`config.mk`:
```
export PLATFORM = sky130hd
export DESIGN_NAME = axil_cmd_master_flat
export DESIGN_NICKNAME = d
export VERILOG_FILES = /design/src/rtl/axil_cmd_master_if.sv /design/src/rtl/axil_cmd_master.sv /design/src/flat_wrapper.sv
export SDC_FILE = /design/constraint.sdc
export NUM_CORES = 1
export LEC_CHECK = 0
export ABC_AREA = 1
export CORE_MARGIN = 2
export CORE_UTILIZATION = 34
export CTS_CLUSTER_SIZE = 14
export DETAILED_ROUTE_END_ITERATION = 16
export PLACE_DENSITY = 0.71
export SYNTH_ARGS = -nofsm -noshare
export SYNTH_HDL_FRONTEND = slang
export SYNTH_SLANG_ARGS = --single-unit
```
`constraint.sdc`:
```
create_clock -name clk_i -period 2.2 [get_ports clk_i]
set_input_delay 0.55 -clock clk_i [delete_from_list [all_inputs] [get_ports clk_i]]
set_output_delay 0.55 -clock clk_i [all_outputs]
set_load 0.01 [all_outputs]
```
`src/rtl/axil_cmd_master_if.sv`:
```
// AXI-Lite bus bundle between the command master and an AXI-Lite slave.
interface axil_cmd_master_if #(
  parameter int AW = 32,
  parameter int DW = 32
) ();
  logic [AW-1:0]   m_aw_addr;
  logic [2:0]      m_aw_prot;
  logic            m_aw_valid;
  logic            m_aw_ready;
  logic [DW-1:0]   m_w_data;
  logic [DW/8-1:0] m_w_strb;
  logic            m_w_valid;
  logic            m_w_ready;
  logic [1:0]      m_b_resp;
  logic            m_b_valid;
  logic            m_b_ready;
  logic [AW-1:0]   m_ar_addr;
  logic [2:0]      m_ar_prot;
  logic            m_ar_valid;
  logic            m_ar_ready;
  logic [DW-1:0]   m_r_data;
  logic [1:0]      m_r_resp;
  logic            m_r_valid;
  logic            m_r_ready;

  modport master (
    output m_aw_addr, m_aw_prot, m_aw_valid, input m_aw_ready,
    output m_w_data, m_w_strb, m_w_valid, input m_w_ready,
    input m_b_resp, m_b_valid, output m_b_ready,
    output m_ar_addr, m_ar_prot, m_ar_valid, input m_ar_ready,
    input m_r_data, m_r_resp, m_r_valid, output m_r_ready
  );

  modport slave (
    input m_aw_addr, m_aw_prot, m_aw_valid, output m_aw_ready,
    input m_w_data, m_w_strb, m_w_valid, output m_w_ready,
    output m_b_resp, m_b_valid, input m_b_ready,
    input m_ar_addr, m_ar_prot, m_ar_valid, output m_ar_ready,
    output m_r_data, m_r_resp, m_r_valid, input m_r_ready
  );
endinterface

```
`src/rtl/axil_cmd_master.sv`:
```
// Single-outstanding command-to-AXI-Lite master: accepts one read or write
// command, runs it on the AXI-Lite bus and holds the response until consumed.
module axil_cmd_master #(
  parameter int AXI_LITE_AW = 32,
  parameter int AXI_LITE_DW = 32
) (
  input  logic                     clk_i,
  input  logic                     rst_ni,
  input  logic                     cmd_valid_i,
  output logic                     cmd_ready_o,
  input  logic                     cmd_we_i,
  input  logic [AXI_LITE_AW-1:0]   cmd_addr_i,
  input  logic [AXI_LITE_DW-1:0]   cmd_wdata_i,
  input  logic [AXI_LITE_DW/8-1:0] cmd_wstrb_i,
  output logic                     rsp_valid_o,
  input  logic                     rsp_ready_i,
  output logic [AXI_LITE_DW-1:0]   rsp_rdata_o,
  output logic [1:0]               rsp_resp_o,
  output logic [7:0]               err_cnt_o,
  axil_cmd_master_if.master        m_axi
);

  typedef enum logic [2:0] {
    IDLE    = 3'd0,
    WR_AW_W = 3'd1,
    WR_B    = 3'd2,
    RD_AR   = 3'd3,
    RD_R    = 3'd4,
    RSP     = 3'd5
  } state_e;

  state_e                   state_q, state_d;
  logic                     aw_valid_q, aw_valid_d;
  logic                     w_valid_q, w_valid_d;
  logic                     ar_valid_q, ar_valid_d;
  logic                     b_ready_q, b_ready_d;
  logic                     r_ready_q, r_ready_d;
  logic [AXI_LITE_AW-1:0]   addr_q;
  logic [AXI_LITE_DW-1:0]   wdata_q;
  logic [AXI_LITE_DW/8-1:0] wstrb_q;
  logic [AXI_LITE_DW-1:0]   rdata_q;
  logic [1:0]               resp_q;
  logic [7:0]               err_q;

  logic cmd_hs, aw_hs, w_hs, ar_hs, b_hs, r_hs;
  logic aw_done, w_done, rsp_err;

  assign cmd_hs  = cmd_valid_i && cmd_ready_o;
  assign aw_hs   = aw_valid_q && m_axi.m_aw_ready;
  assign w_hs    = w_valid_q && m_axi.m_w_ready;
  assign ar_hs   = ar_valid_q && m_axi.m_ar_ready;
  assign b_hs    = b_ready_q && m_axi.m_b_valid;
  assign r_hs    = r_ready_q && m_axi.m_r_valid;
  // A channel counts as done once its beat has gone or is going this cycle.
  assign aw_done = !aw_valid_q || aw_hs;
  assign w_done  = !w_valid_q || w_hs;
  assign rsp_err = (b_hs && (m_axi.m_b_resp != 2'b00)) ||
                   (r_hs && (m_axi.m_r_resp != 2'b00));

  // State register and registered bus-side handshake outputs.
  always_ff @(posedge clk_i or negedge rst_ni) begin
    if (!rst_ni) begin
      state_q    <= IDLE;
      aw_valid_q <= 1'b0;
      w_valid_q  <= 1'b0;
      ar_valid_q <= 1'b0;
      b_ready_q  <= 1'b0;
      r_ready_q  <= 1'b0;
    end else begin
      state_q    <= state_d;
      aw_valid_q <= aw_valid_d;
      w_valid_q  <= w_valid_d;
      ar_valid_q <= ar_valid_d;
      b_ready_q  <= b_ready_d;
      r_ready_q  <= r_ready_d;
    end
  end

  // Next-state decode; any unused encoding falls back to IDLE.
  always_comb begin
    state_d = state_q;
    case (state_q)
      IDLE:    if (cmd_hs) state_d = cmd_we_i ? WR_AW_W : RD_AR;
      WR_AW_W: if (aw_done && w_done) state_d = WR_B;
      WR_B:    if (b_hs) state_d = RSP;
      RD_AR:   if (ar_hs) state_d = RD_R;
      RD_R:    if (r_hs) state_d = RSP;
      RSP:     if (rsp_ready_i) state_d = IDLE;
      default: state_d = IDLE;
    endcase
  end

  // Output decode: bus valids/readies are derived from the next state so that
  // they can never be left asserted by a state the FSM has already left.
  always_comb begin
    cmd_ready_o = rst_ni && (state_q == IDLE);
    rsp_valid_o = rst_ni && (state_q == RSP);
    aw_valid_d  = 1'b0;
    w_valid_d   = 1'b0;
    if (state_d == WR_AW_W) begin
      aw_valid_d = (state_q == WR_AW_W) ? (aw_valid_q && !m_axi.m_aw_ready) : 1'b1;
      w_valid_d  = (state_q == WR_AW_W) ? (w_valid_q && !m_axi.m_w_ready) : 1'b1;
    end
    ar_valid_d = (state_d == RD_AR);
    b_ready_d  = (state_d == WR_B);
    r_ready_d  = (state_d == RD_R);
  end

  // Command payload capture; held unchanged for the life of the transaction.
  always_ff @(posedge clk_i or negedge rst_ni) begin
    if (!rst_ni) begin
      addr_q  <= '0;
      wdata_q <= '0;
      wstrb_q <= '0;
    end else if (cmd_hs) begin
      addr_q  <= cmd_addr_i;
      wdata_q <= cmd_we_i ? cmd_wdata_i : '0;
      wstrb_q <= cmd_we_i ? cmd_wstrb_i : '0;
    end
  end

  // Response capture and saturating error counter.
  always_ff @(posedge clk_i or negedge rst_ni) begin
    if (!rst_ni) begin
      rdata_q <= '0;
      resp_q  <= 2'b00;
      err_q   <= 8'd0;
    end else begin
      if (b_hs) begin
        rdata_q <= '0;
        resp_q  <= m_axi.m_b_resp;
      end else if (r_hs) begin
        rdata_q <= m_axi.m_r_data;
        resp_q  <= m_axi.m_r_resp;
      end
      if (rsp_err && (err_q != 8'hFF)) err_q <= err_q + 8'd1;
    end
  end

  assign rsp_rdata_o      = rdata_q;
  assign rsp_resp_o       = resp_q;
  assign err_cnt_o        = err_q;
  assign m_axi.m_aw_addr  = addr_q;
  assign m_axi.m_aw_prot  = 3'b000;
  assign m_axi.m_aw_valid = aw_valid_q;
  assign m_axi.m_w_data   = wdata_q;
  assign m_axi.m_w_strb   = wstrb_q;
  assign m_axi.m_w_valid  = w_valid_q;
  assign m_axi.m_b_ready  = b_ready_q;
  assign m_axi.m_ar_addr  = addr_q;
  assign m_axi.m_ar_prot  = 3'b000;
  assign m_axi.m_ar_valid = ar_valid_q;
  assign m_axi.m_r_ready  = r_ready_q;

endmodule

```
`src/flat_wrapper.sv`:
```
// flat-port wrapper written by rule: the top's interface ports become plain ports
module axil_cmd_master_flat 
#(
  parameter int AXI_LITE_AW = 32,
  parameter int AXI_LITE_DW = 32
)
  (clk_i, rst_ni, cmd_valid_i, cmd_ready_o, cmd_we_i, cmd_addr_i, cmd_wdata_i, cmd_wstrb_i, rsp_valid_o, rsp_ready_i, rsp_rdata_o, rsp_resp_o, err_cnt_o, m_axi_m_aw_addr, m_axi_m_aw_prot, m_axi_m_aw_valid, m_axi_m_aw_ready, m_axi_m_w_data, m_axi_m_w_strb, m_axi_m_w_valid, m_axi_m_w_ready, m_axi_m_b_resp, m_axi_m_b_valid, m_axi_m_b_ready, m_axi_m_ar_addr, m_axi_m_ar_prot, m_axi_m_ar_valid, m_axi_m_ar_ready, m_axi_m_r_data, m_axi_m_r_resp, m_axi_m_r_valid, m_axi_m_r_ready);
  axil_cmd_master_if #(.AW(32), .DW(32)) m_axi_i ();
  input  logic clk_i;
  input  logic rst_ni;
  input  logic cmd_valid_i;
  output logic cmd_ready_o;
  input  logic cmd_we_i;
  input  logic [AXI_LITE_AW-1:0] cmd_addr_i;
  input  logic [AXI_LITE_DW-1:0] cmd_wdata_i;
  input  logic [AXI_LITE_DW/8-1:0] cmd_wstrb_i;
  output logic rsp_valid_o;
  input  logic rsp_ready_i;
  output logic [AXI_LITE_DW-1:0] rsp_rdata_o;
  output logic [1:0] rsp_resp_o;
  output logic [7:0] err_cnt_o;
  output wire logic [$bits(m_axi_i.m_aw_addr)-1:0] m_axi_m_aw_addr;
  output wire logic [$bits(m_axi_i.m_aw_prot)-1:0] m_axi_m_aw_prot;
  output wire logic [$bits(m_axi_i.m_aw_valid)-1:0] m_axi_m_aw_valid;
  input wire logic [$bits(m_axi_i.m_aw_ready)-1:0] m_axi_m_aw_ready;
  output wire logic [$bits(m_axi_i.m_w_data)-1:0] m_axi_m_w_data;
  output wire logic [$bits(m_axi_i.m_w_strb)-1:0] m_axi_m_w_strb;
  output wire logic [$bits(m_axi_i.m_w_valid)-1:0] m_axi_m_w_valid;
  input wire logic [$bits(m_axi_i.m_w_ready)-1:0] m_axi_m_w_ready;
  input wire logic [$bits(m_axi_i.m_b_resp)-1:0] m_axi_m_b_resp;
  input wire logic [$bits(m_axi_i.m_b_valid)-1:0] m_axi_m_b_valid;
  output wire logic [$bits(m_axi_i.m_b_ready)-1:0] m_axi_m_b_ready;
  output wire logic [$bits(m_axi_i.m_ar_addr)-1:0] m_axi_m_ar_addr;
  output wire logic [$bits(m_axi_i.m_ar_prot)-1:0] m_axi_m_ar_prot;
  output wire logic [$bits(m_axi_i.m_ar_valid)-1:0] m_axi_m_ar_valid;
  input wire logic [$bits(m_axi_i.m_ar_ready)-1:0] m_axi_m_ar_ready;
  input wire logic [$bits(m_axi_i.m_r_data)-1:0] m_axi_m_r_data;
  input wire logic [$bits(m_axi_i.m_r_resp)-1:0] m_axi_m_r_resp;
  input wire logic [$bits(m_axi_i.m_r_valid)-1:0] m_axi_m_r_valid;
  output wire logic [$bits(m_axi_i.m_r_ready)-1:0] m_axi_m_r_ready;
  assign m_axi_m_aw_addr = m_axi_i.m_aw_addr;
  assign m_axi_m_aw_prot = m_axi_i.m_aw_prot;
  assign m_axi_m_aw_valid = m_axi_i.m_aw_valid;
  assign m_axi_i.m_aw_ready = m_axi_m_aw_ready;
  assign m_axi_m_w_data = m_axi_i.m_w_data;
  assign m_axi_m_w_strb = m_axi_i.m_w_strb;
  assign m_axi_m_w_valid = m_axi_i.m_w_valid;
  assign m_axi_i.m_w_ready = m_axi_m_w_ready;
  assign m_axi_i.m_b_resp = m_axi_m_b_resp;
  assign m_axi_i.m_b_valid = m_axi_m_b_valid;
  assign m_axi_m_b_ready = m_axi_i.m_b_ready;
  assign m_axi_m_ar_addr = m_axi_i.m_ar_addr;
  assign m_axi_m_ar_prot = m_axi_i.m_ar_prot;
  assign m_axi_m_ar_valid = m_axi_i.m_ar_valid;
  assign m_axi_i.m_ar_ready = m_axi_m_ar_ready;
  assign m_axi_i.m_r_data = m_axi_m_r_data;
  assign m_axi_i.m_r_resp = m_axi_m_r_resp;
  assign m_axi_i.m_r_valid = m_axi_m_r_valid;
  assign m_axi_m_r_ready = m_axi_i.m_r_ready;
  axil_cmd_master #(.AXI_LITE_AW(AXI_LITE_AW), .AXI_LITE_DW(AXI_LITE_DW)) u_core (.clk_i(clk_i), .rst_ni(rst_ni), .cmd_valid_i(cmd_valid_i), .cmd_ready_o(cmd_ready_o), .cmd_we_i(cmd_we_i), .cmd_addr_i(cmd_addr_i), .cmd_wdata_i(cmd_wdata_i), .cmd_wstrb_i(cmd_wstrb_i), .rsp_valid_o(rsp_valid_o), .rsp_ready_i(rsp_ready_i), .rsp_rdata_o(rsp_rdata_o), .rsp_resp_o(rsp_resp_o), .err_cnt_o(err_cnt_o), .m_axi(m_axi_i));
endmodule
```
==> reports/qor.csv, run 1 <==
metric,value,unit
cp_max_fo,5,
worst_pin_slew,0.654,ns
clk_pin_slew_worst_paths,0.06,ns
row_count,45,
drive_gt1_share,6.31,%
routedWlPerCell,14.4,microns
whs,0.252,ns
stdcell_count,1028,
cpLargestDelayFamily,flip-flops,
gp_congestion,0.768,
irDropWorstVdd,571,uV
post_cts_resized,3,
worstPathRequired,1.65,ns
final_common_cell,nand2_1,
finClkSkew,0.00883,ns
vias_per_cell,4.52,
ys_seq_area_share,56.9,%
min_period,2.01,ns
die_area,16300,sq um
grt.total_usage,18.1,%
worstHoldPathType,in -> async,
clock_latency,0.41,ns
netlist_instances,600,
cts_inserted_buffers,17,
cp-end-kind,output port,
synth_compound_area_share,5.64,%
dr.first_iter.drc_count,227,
start_util,34.5,%
crit_path_top_delay_cell,dfrtp_2,
grt_pass1_vias,4379,
power_density,1340,nW/um^2
vias,4650,
yosys_warnings,0,
hpwl,10.6,mm
ys_types,28,
coreArea,15000,sq um
ant_nets,0,
synth_mux_area_share,0,%
rsz0062_at_grt,no,
fp.dieW,128,microns
power_leakage,3.87,nW
cts_setup_buffers,0,
antenna_found_initial,0,
cts.sinks,118,
fin_setup_tns,0,ns
io_pins,269,
io_buffers,262,
syn_avg_cell_area,8.65,sq um
final_cell_mix,"nand2_1 (260), clkdlybuf4s50_1 (259), dfrtp_1 (117)",
finalNetCount,946,
syn2layout_area_growth,59.4,%
power.total,11.1,mW
ys_seq_elements,118,
drcViolationCount,0,
status,completed,
cts_hold_buf,0,
slew_headroom,56.4,%
crit_buf_inv,2,
grt_pass1_wl,22.9,mm
dr.pass1.iters,4,
start_kind,flop,
dp_cells,1000,
synthXorXnorAreaFrac,1.01,%
fmax,497,MHz
grt-ovfl-total,0,
drv_cap,0,
timing.final.crit_share,91.4,%
antenna_cells,0,
synth-simple-area-share,25.8,%
clock_path_buffers,2,
max_stage_delay,0.45,ns
synthAdderAreaFrac,0.241,%
grt_max_degree,119,
crit_chain,inv_1 -> nand3_1 -> nor2_1 -> dlygate4sd2_1,
finalSetupViolations,0,
fin_util,55.0,%
cp.arrival,1.46,ns
crit_type,reg -> out,
finalMaxSlewViolations,0,
netlist_area,5190,sq um
die_h,128,microns
wl,14.8,mm
cts.root.buffer_cell,clkbuf_16,
cts_tree,done,
htree_num_levels,4,
synth_top_family_by_area,simple AND/OR/NAND/NOR gates,
hold_violations,0,
[synth_stat cells]
library cell | count | area (sq um)
nand2_1 | 260 | 976
inv_2 | 4 | 15.0
nand3_2 | 1 | 10.0
buf_2 | 5 | 25.0
a31oi_1 | 2 | 12.5
inv_1 | 14 | 52.6
nor4_1 | 1 | 6.26
nor3_1 | 1 | 5.00
nor3_2 | 1 | 10.0
conb_1 | 1 | 3.75
xor2_1 | 2 | 17.5
dfrtp_1 | 118 | 2950
buf_6 | 7 | 78.8
nor2_1 | 15 | 56.3
clkbuf_1 | 12 | 45.0
ha_1 | 1 | 12.5
buf_4 | 41 | 308
a21oi_1 | 17 | 85.1
xnor2_1 | 4 | 35.0
nand2_2 | 2 | 12.5
o21ai_1 | 30 | 150
nand4_1 | 2 | 12.5
nand3_4 | 1 | 17.5
nand3b_1 | 1 | 7.51
nand3_1 | 43 | 215
buf_1 | 3 | 11.3
nor2_2 | 2 | 12.5
o21ai_0 | 9 | 45.0
[power by group]
part           switching (mW)  internal, mW
Clock                   0.903          1.70
Sequential              0.652          3.06
Combinational            2.14          2.64
Total                    3.70          7.40
[path summary, 6_finish.rpt]
kind,startpoint,end,slack [ns],cells past startpoint
hold reg to reg,u_core.m_axi.m_w_data[19]$_DFFE_PN0P_,u_core.m_axi.m_w_data[19]$_DFFE_PN0P_,0.48,2
setup / recovery,u_core.state_q[1]$_DFF_PN0_,rsp_valid_o,0.19,4
setup reg to reg,u_core.state_q[0]$_DFF_PN0_,u_core.m_axi.m_w_data[28]$_DFFE_PN0P_,0.60,5
hold / removal,rst_ni,u_core.rsp_rdata_o[22]$_DFFE_PN0P_,0.25,2
max in group asynchronous,rst_ni,u_core.state_q[1]$_DFF_PN0_,1.42,2
min in group clk_i,u_core.m_axi.m_w_data[19]$_DFFE_PN0P_,u_core.m_axi.m_w_data[19]$_DFFE_PN0P_,0.48,2
[sequential cells by signal, summed over array words and instances (netlist names), 2 cells and up]
name,flops
u_core.err_cnt_o,8
u_core.m_axi.m_ar_addr,32
u_core.m_axi.m_w_data,32
u_core.m_axi.m_w_strb,4
u_core.rsp_rdata_o,32
u_core.rsp_resp_o,2
u_core.state_q,3
[layout make-up]
type	instances	area, sq um
clock buffers	24	512
fillers	1366	6760
multi-input cells	401	1720
clock inverters	4	45.0
inverters	18	67.6
repair buffers	275	2740
flip-flops and latches	118	2950
well taps	188	235
[cell families (layout without fill, tap and decap cells)]
family / after synthesis / count (layout)
compound gates: 58 / 58
xor+xnor: 6 / 6
fa+ha+maj: 1 / 1
buf+inv: 86 / 321
flops: 118 / 118
other cells: 1 / 6
simple gates: 330 / 330
[layer usage]
metal	wire length [microns]	share of wire [%]	global-route usage (%)
met2	6930	47	28.1
met3	1320	8.9	7.12
met5	0	0	0
met1	6200	42	22.6
met4	349	2.4	7.30
[stage by stage]
stage	area [sq um]	setup WS, ns
5_1_grt	8280	0.0925
6_report	8280	0.190
3_3_place_gp	7720	0.174
2_1_floorplan	5210	0.699
3_5_place_dp	7720	0.144
4_1_cts	8280	0.174
Note: power is estimated with default switching activity, not from simulation.
==> run 2, diff against run 1 <==
Settings changed: CORE_ASPECT_RATIO set to 1.1, SLEW_MARGIN set to 15.
==> run 2 against run 1 <==
Against the previous run: routed wire length up 2.1%; combinational power rose by 0.8%; largest power group unchanged; clock-buffer cell count decreased by 6; sequential share of layout area decreased by 0.34 points; power increased by 2.5%; die area barely moved; clock power is 9.6% higher; first-iteration DRC count shrank 21%; via count rose by 1.5%; non-clock buffer count down 3; setup slack worse by 0.087 ns; core utilization grew 0.70 points.
==> reports/qor.csv, run 2 (synthesized netlist as in run 1, its figures left out) <==
metric,value,unit,change
status,completed,,
row_count,47,,+4.4%
antenna_found_initial,0,,unchanged
finalSetupViolations,0,,unchanged
worstPathRequired,1.65,ns,about the same
power.total,11.4,mW,+2.5%
switchingPower,3.84,mW,+3.7%
grt-ovfl-total,0,,unchanged
routedWlPerCell,14.6,microns,+1.2%
start_util,34.6,%,+0.086 points
coreArea,15000,sq um,-0.25%
cts.sinks,118,,unchanged
start_kind,flop,,
syn2layout_area_growth,61.0,%,
finalNetCount,943,,-0.32%
antenna_cells,0,,unchanged
clock_latency,0.41,ns,about the same
fin_setup_tns,0,ns,unchanged
drive_gt1_share,6.78,%,+0.47 points
min_period,2.10,ns,+0.0867 ns
finalMaxSlewViolations,0,,unchanged
drcViolationCount,0,,unchanged
vias_per_cell,4.55,,+0.67%
p_seq_share,32.6,%,-0.9 points
cts.root.buffer_cell,clkbuf_16,,
power_leakage,3.88,nW,+0.44%
clk_pin_slew_worst_paths,0.06,ns,about the same
power_frac_comb,42.4,%,-0.7 points
crit_type,reg -> out,,
grt_max_degree,119,,unchanged
ant_nets,0,,unchanged
dr.first_iter.drc_count,179,,-21%
io_buffers,262,,unchanged
fmax,477,MHz,-4.1%
drv_cap,0,,unchanged
sw_frac_of_total,33.7,%,+0.41 points
gp_congestion,0.814,,+6.0%
dr.pass1.iters,4,,unchanged
pre_cts_slack,0.0317,ns,-0.113 ns
cp.arrival,1.55,ns,+0.09 ns
cp-end-kind,output port,,
final_common_cell,nand2_1,,
irDropWorstVdd,523,uV,-8.5%
r2r-start,u_core.err_cnt_o[1]$_DFFE_PN0P_,,
fin_ws,0.103,ns,-0.0867 ns
internal-power,7.54,mW,+1.9%
grt.total_usage,18.9,%,+0.85 points
timing.final.crit_share,95.3,%,+3.9 points
htree_num_levels,4,,unchanged
power_density,1360,nW/um^2,+1.5%
hpwl,10.9,mm,+2.6%
cts_tree,done,,
clock_path_buffers,2,,unchanged
cts_setup_buffers,0,,unchanged
finClkSkew,0.00996,ns,+0.00112 ns
grt_pass1_vias,4429,,+1.1%
io_pins,269,,unchanged
worst_pin_slew,0.650,ns,-0.00312 ns
die_area,16300,sq um,about the same
worstHoldPathType,in -> async,,
slew_headroom,56.6,%,+0.21 points
cts_inserted_buffers,17,,unchanged
fp.dieW,122,microns,-4.5%
p_clk_share,25.1,%,+1.6 points
final_cell_mix,"nand2_1 (260), clkdlybuf4s50_1 (259), dfrtp_1 (116)",,
wl,15.1,mm,+2.1%
die_h,134,microns,+4.7%
cp_max_fo,6,,+1
grt_pass1_wl,23.5,mm,+2.5%
rsz0062_at_grt,no,,
hold_violations,0,,unchanged
vias,4722,,+1.5%
crit_start,u_core.state_q[0]$_DFF_PN0_,,
-- run 2: changes by cell type in the layout (fill, tap and decap cells not counted), sizes merged --
cell | before | now
buf | 14 | 11
clkinv | 3 | 5
clkinvlp | 0 | 2
clkbuf | 24 | 18
inv | 18 | 22
bufinv | 1 | 3
-- run 2: layout make-up --
| class | count | area [sq um] |
|---|---|---|
| clock buffers | 18 | 439 |
| fillers | 1364 | 6640 |
| inverters | 18 | 67.6 |
| repair buffers | 272 | 2740 |
| flip-flops and latches | 118 | 2960 |
| clock inverters | 14 | 173 |
| multi-input cells | 401 | 1740 |
| well taps | 196 | 245 |
-- run 2: worst paths after layout --
check | end | slack [ns] | cells after the start
max in group asynchronous | u_core.err_cnt_o[6]$_DFFE_PN0P_ | 1.45 | 2
min in group clk_i | u_core.m_axi.m_w_data[28]$_DFFE_PN0P_ | 0.49 | 2
setup reg to reg | u_core.err_cnt_o[5]$_DFFE_PN0P_ | 0.66 | 8
hold / removal | u_core.m_axi.m_w_data[22]$_DFFE_PN0P_ | 0.24 | 2
hold reg to reg | u_core.m_axi.m_w_data[28]$_DFFE_PN0P_ | 0.49 | 2
setup / recovery | cmd_ready_o | 0.10 | 3
-- run 2: power groups by stage --
stage | Combinational, mW | Sequential [mW] | Clock, mW
after floorplan | 1.97 | 4.02 | 0
after global placement | 4.83 | 3.71 | 0
after detailed placement | 4.88 | 3.71 | 0
after CTS | 4.89 | 3.71 | 2.92
after global routing | 5.29 | 3.83 | 3.03
final | 4.82 | 3.70 | 2.85
-- run 2: repair_timing --
item / 4_1_cts / 5_1_grt
hold buffers: 0 / 0
gates resized for setup: 5 / 1
endpoints found under the setup margin: 2 / 1
endpoints found under the hold margin: 0 / 0
gates cloned: 0 / 0
-- run 2: per-layer routing --
metal	part of all wire [%]	GRT usage [%]	vias to the layer above
met5	0	0	-
li1	-	-	2308
met2	48	31.2	215
met1	39	21.7	2177
met3	11	7.83	22
met4	2.3	7.66	0
-- run 2: per-stage QoR --
| stage | hold WS (ns) | utilization (%) | cell area, sq um | instances |
|---|---|---|---|---|
| after floorplan | 0.254 | - | 5210 | 605 |
| after global placement | 0.466 | 51.6 | 7730 | 1005 |
| after detailed placement | 0.478 | 51.6 | 7730 | 1005 |
| after CTS | 0.289 | 55.7 | 8350 | 1037 |
| after global routing | 0.298 | 55.7 | 8360 | 1037 |
| final | 0.244 | 55.7 | 8360 | 1037 |
-- run 2: critical path, stage by stage (launching register included) --
cell,delay (ns)
dfrtp_2,0.45
nor4_4,0.27
buf_4,0.15
dlygate4sd2_1,0.26
==> run 3, diff against run 2 <==
Settings changed: CORE_ASPECT_RATIO 1.1 to 1.5.
==> run 3 against run 2 <==
Against the previous run: fmax grew 5.0%; die area grew 0.12%; clock skew shrank 0.0026 ns; register-to-register slack gained 0.03 ns; sequential power is essentially flat; critical endpoint is now err_cnt_o[5]; clock power is essentially flat; critical path depth shrank 2; design area shrank 0.18%; setup slack gained 0.099 ns; routed wire length grew 1.9%.
==> reports/qor.csv, run 3 (synthesized netlist as in run 1, its figures left out) <==
metric,value,unit,change
dr.first_iter.drc_count,188,,+5.0%
antenna_cells,0,,unchanged
worstHoldPathType,in -> async,,
gp_congestion,0.818,,+0.48%
clock_latency,0.41,ns,about the same
r2r_slack,0.69,ns,+0.03 ns
die_h,155,microns,+16%
wl,15.4,mm,+1.9%
vias_per_cell,4.46,,-2.1%
start_util,34.6,%,about the same
drcViolationCount,0,,unchanged
crit_path_top_delay_cell,clkdlybuf4s50_1,,
clock_path_buffers,2,,unchanged
power_leakage,3.88,nW,-0.14%
finalSetupViolations,0,,unchanged
grt_max_degree,62,,-48%
rsz0062_at_grt,no,,
finClkSkew,0.00732,ns,-0.00264 ns
cp-end-kind,output port,,
routedWlPerCell,14.8,microns,+1.2%
io_buffers,262,,unchanged
crit_buf_inv,1,,-1
irDropWorstVdd,543,uV,+3.9%
power_frac_comb,42.4,%,about the same
final_common_cell,nand2_1,,
cts_inserted_buffers,17,,unchanged
worstPathRequired,1.65,ns,about the same
power_density,1360,nW/um^2,about the same
final_cell_mix,"nand2_1 (260), clkdlybuf4s50_1 (259), dfrtp_1 (117)",,
syn2layout_area_growth,60.7,%,
io_pins,269,,unchanged
status,completed,,
final_cell_area,8340,sq um,-0.18%
multi_input_area,1720,sq um,-0.86%
internal-power,7.49,mW,-0.68%
cts_setup_buffers,0,,unchanged
start_kind,flop,,
drv_cap,0,,unchanged
fmax,501,MHz,+5.0%
cts.root.buffer_cell,clkbuf_16,,
hold_violations,0,,unchanged
dpl_cell_area,7740,sq um,+0.11%
grt.total_usage,19.0,%,+0.12 points
slew_headroom,47.0,%,-9.6 points
switchingPower,3.86,mW,+0.58%
grt_pass1_vias,4616,,+4.2%
fp.dieW,105,microns,-14%
ant_nets,0,,unchanged
finalMaxSlewViolations,0,,unchanged
cts_tree,done,,
fin_setup_tns,0,ns,unchanged
die_area,16300,sq um,+0.12%
crit_type,reg -> out,,
htree_num_levels,4,,unchanged
crit_chain,clkdlybuf4s50_1,,
antenna_found_initial,0,,unchanged
num-fill-cells,1402,,+2.8%
drive_gt1_share,6.98,%,+0.20 points
grt-ovfl-total,0,,unchanged
coreArea,15000,sq um,about the same
max_stage_delay,0.59,ns,+0.14 ns
sw_frac_of_total,34.0,%,+0.28 points
cp_max_fo,5,,-1
cp.arrival,1.45,ns,-0.10 ns
min_period,2.00,ns,-0.0994 ns
timing.final.crit_share,90.8,%,-4.5 points
grt_pass1_wl,24.3,mm,+3.3%
cpLargestDelayFamily,buffers and inverters,,
clk_pin_slew_worst_paths,0.06,ns,about the same
p_seq_share,32.5,%,about the same
seq_area,2950,sq um,about the same
worst_pin_slew,0.794,ns,+0.144 ns
cts.sinks,118,,unchanged
hpwl,11.2,mm,+2.6%
finalNetCount,947,,+0.42%
cts_hold_buf,0,,unchanged
vias,4652,,-1.5%
p_clk_share,25.1,%,about the same
dr.pass1.iters,4,,unchanged
row_count,55,,+17%
## run 3: per-stage QoR
| stage | cells | hold slack (ns) | utilization, % | total power, mW | setup WS, ns |
|---|---|---|---|---|---|
| 4_1_cts | 1044 | 0.357 | 55.6 | 11.5 | 0.187 |
| 3_3_place_gp | 1012 | 0.466 | 51.6 | 8.49 | 0.0874 |
| 3_5_place_dp | 1012 | 0.472 | 51.6 | 8.59 | 0.173 |
| 2_1_floorplan | 605 | 0.254 | - | 5.98 | 0.699 |
| 5_1_grt | 1044 | 0.388 | 55.6 | 12.1 | 0.128 |
| 6_report | 1044 | 0.328 | 55.6 | 11.3 | 0.202 |
## run 3: repair_timing
| item | 4_1_cts | 5_1_grt |
|---|---|---|
| hold endpoints to repair | 0 | 0 |
| endpoints found under the setup margin | 2 | 0 |
| resized for setup | 3 | 0 |
## run 3: layer usage
layer / wire, microns / track usage (%) / up-vias
met5: 0 / 0 / -
met4: 459 / 8.25 / 0
met3: 981 / 5.15 / 28
met2: 8050 / 34.7 / 174
met1: 5910 / 20.5 / 2134
li1: - / - / 2316
## run 3: final timing paths
kind | start | endpoint | depth (start not counted)
worst max-delay path | u_core.err_cnt_o[5]$_DFFE_PN0P_ | err_cnt_o[5] | 1
worst min-delay path | rst_ni | u_core.err_cnt_o[6]$_DFFE_PN0P_ | 2
worst max register to register | u_core.state_q[0]$_DFF_PN0_ | u_core.m_axi.m_ar_addr[8]$_DFFE_PN0P_ | 5
worst min register to register | u_core.m_axi.m_w_data[15]$_DFFE_PN0P_ | u_core.m_axi.m_w_data[15]$_DFFE_PN0P_ | 2
max in group asynchronous | rst_ni | u_core.state_q[2]$_DFF_PN0_ | 2
min in group clk_i | u_core.m_axi.m_w_data[15]$_DFFE_PN0P_ | u_core.m_axi.m_w_data[15]$_DFFE_PN0P_ | 2
## run 3: cell type report
type,count,share of cell area [%]
inverter,18,0.810
clock buffer,17,5.10
timing repair buffer,276,32.9
sequential,118,35.4
tap,199,2.98
multi-input combinational,401,20.6
clock inverter,15,2.14
## run 3: power by group through the flow
stage | Clock [mW] | Combinational (mW) | Sequential, mW
finish | 2.85 | 4.81 | 3.69
global route | 3.03 | 5.22 | 3.82
CTS | 2.92 | 4.88 | 3.70
detailed placement | 0 | 4.87 | 3.72
global placement | 0 | 4.80 | 3.69
floorplan | 0 | 1.97 | 4.02
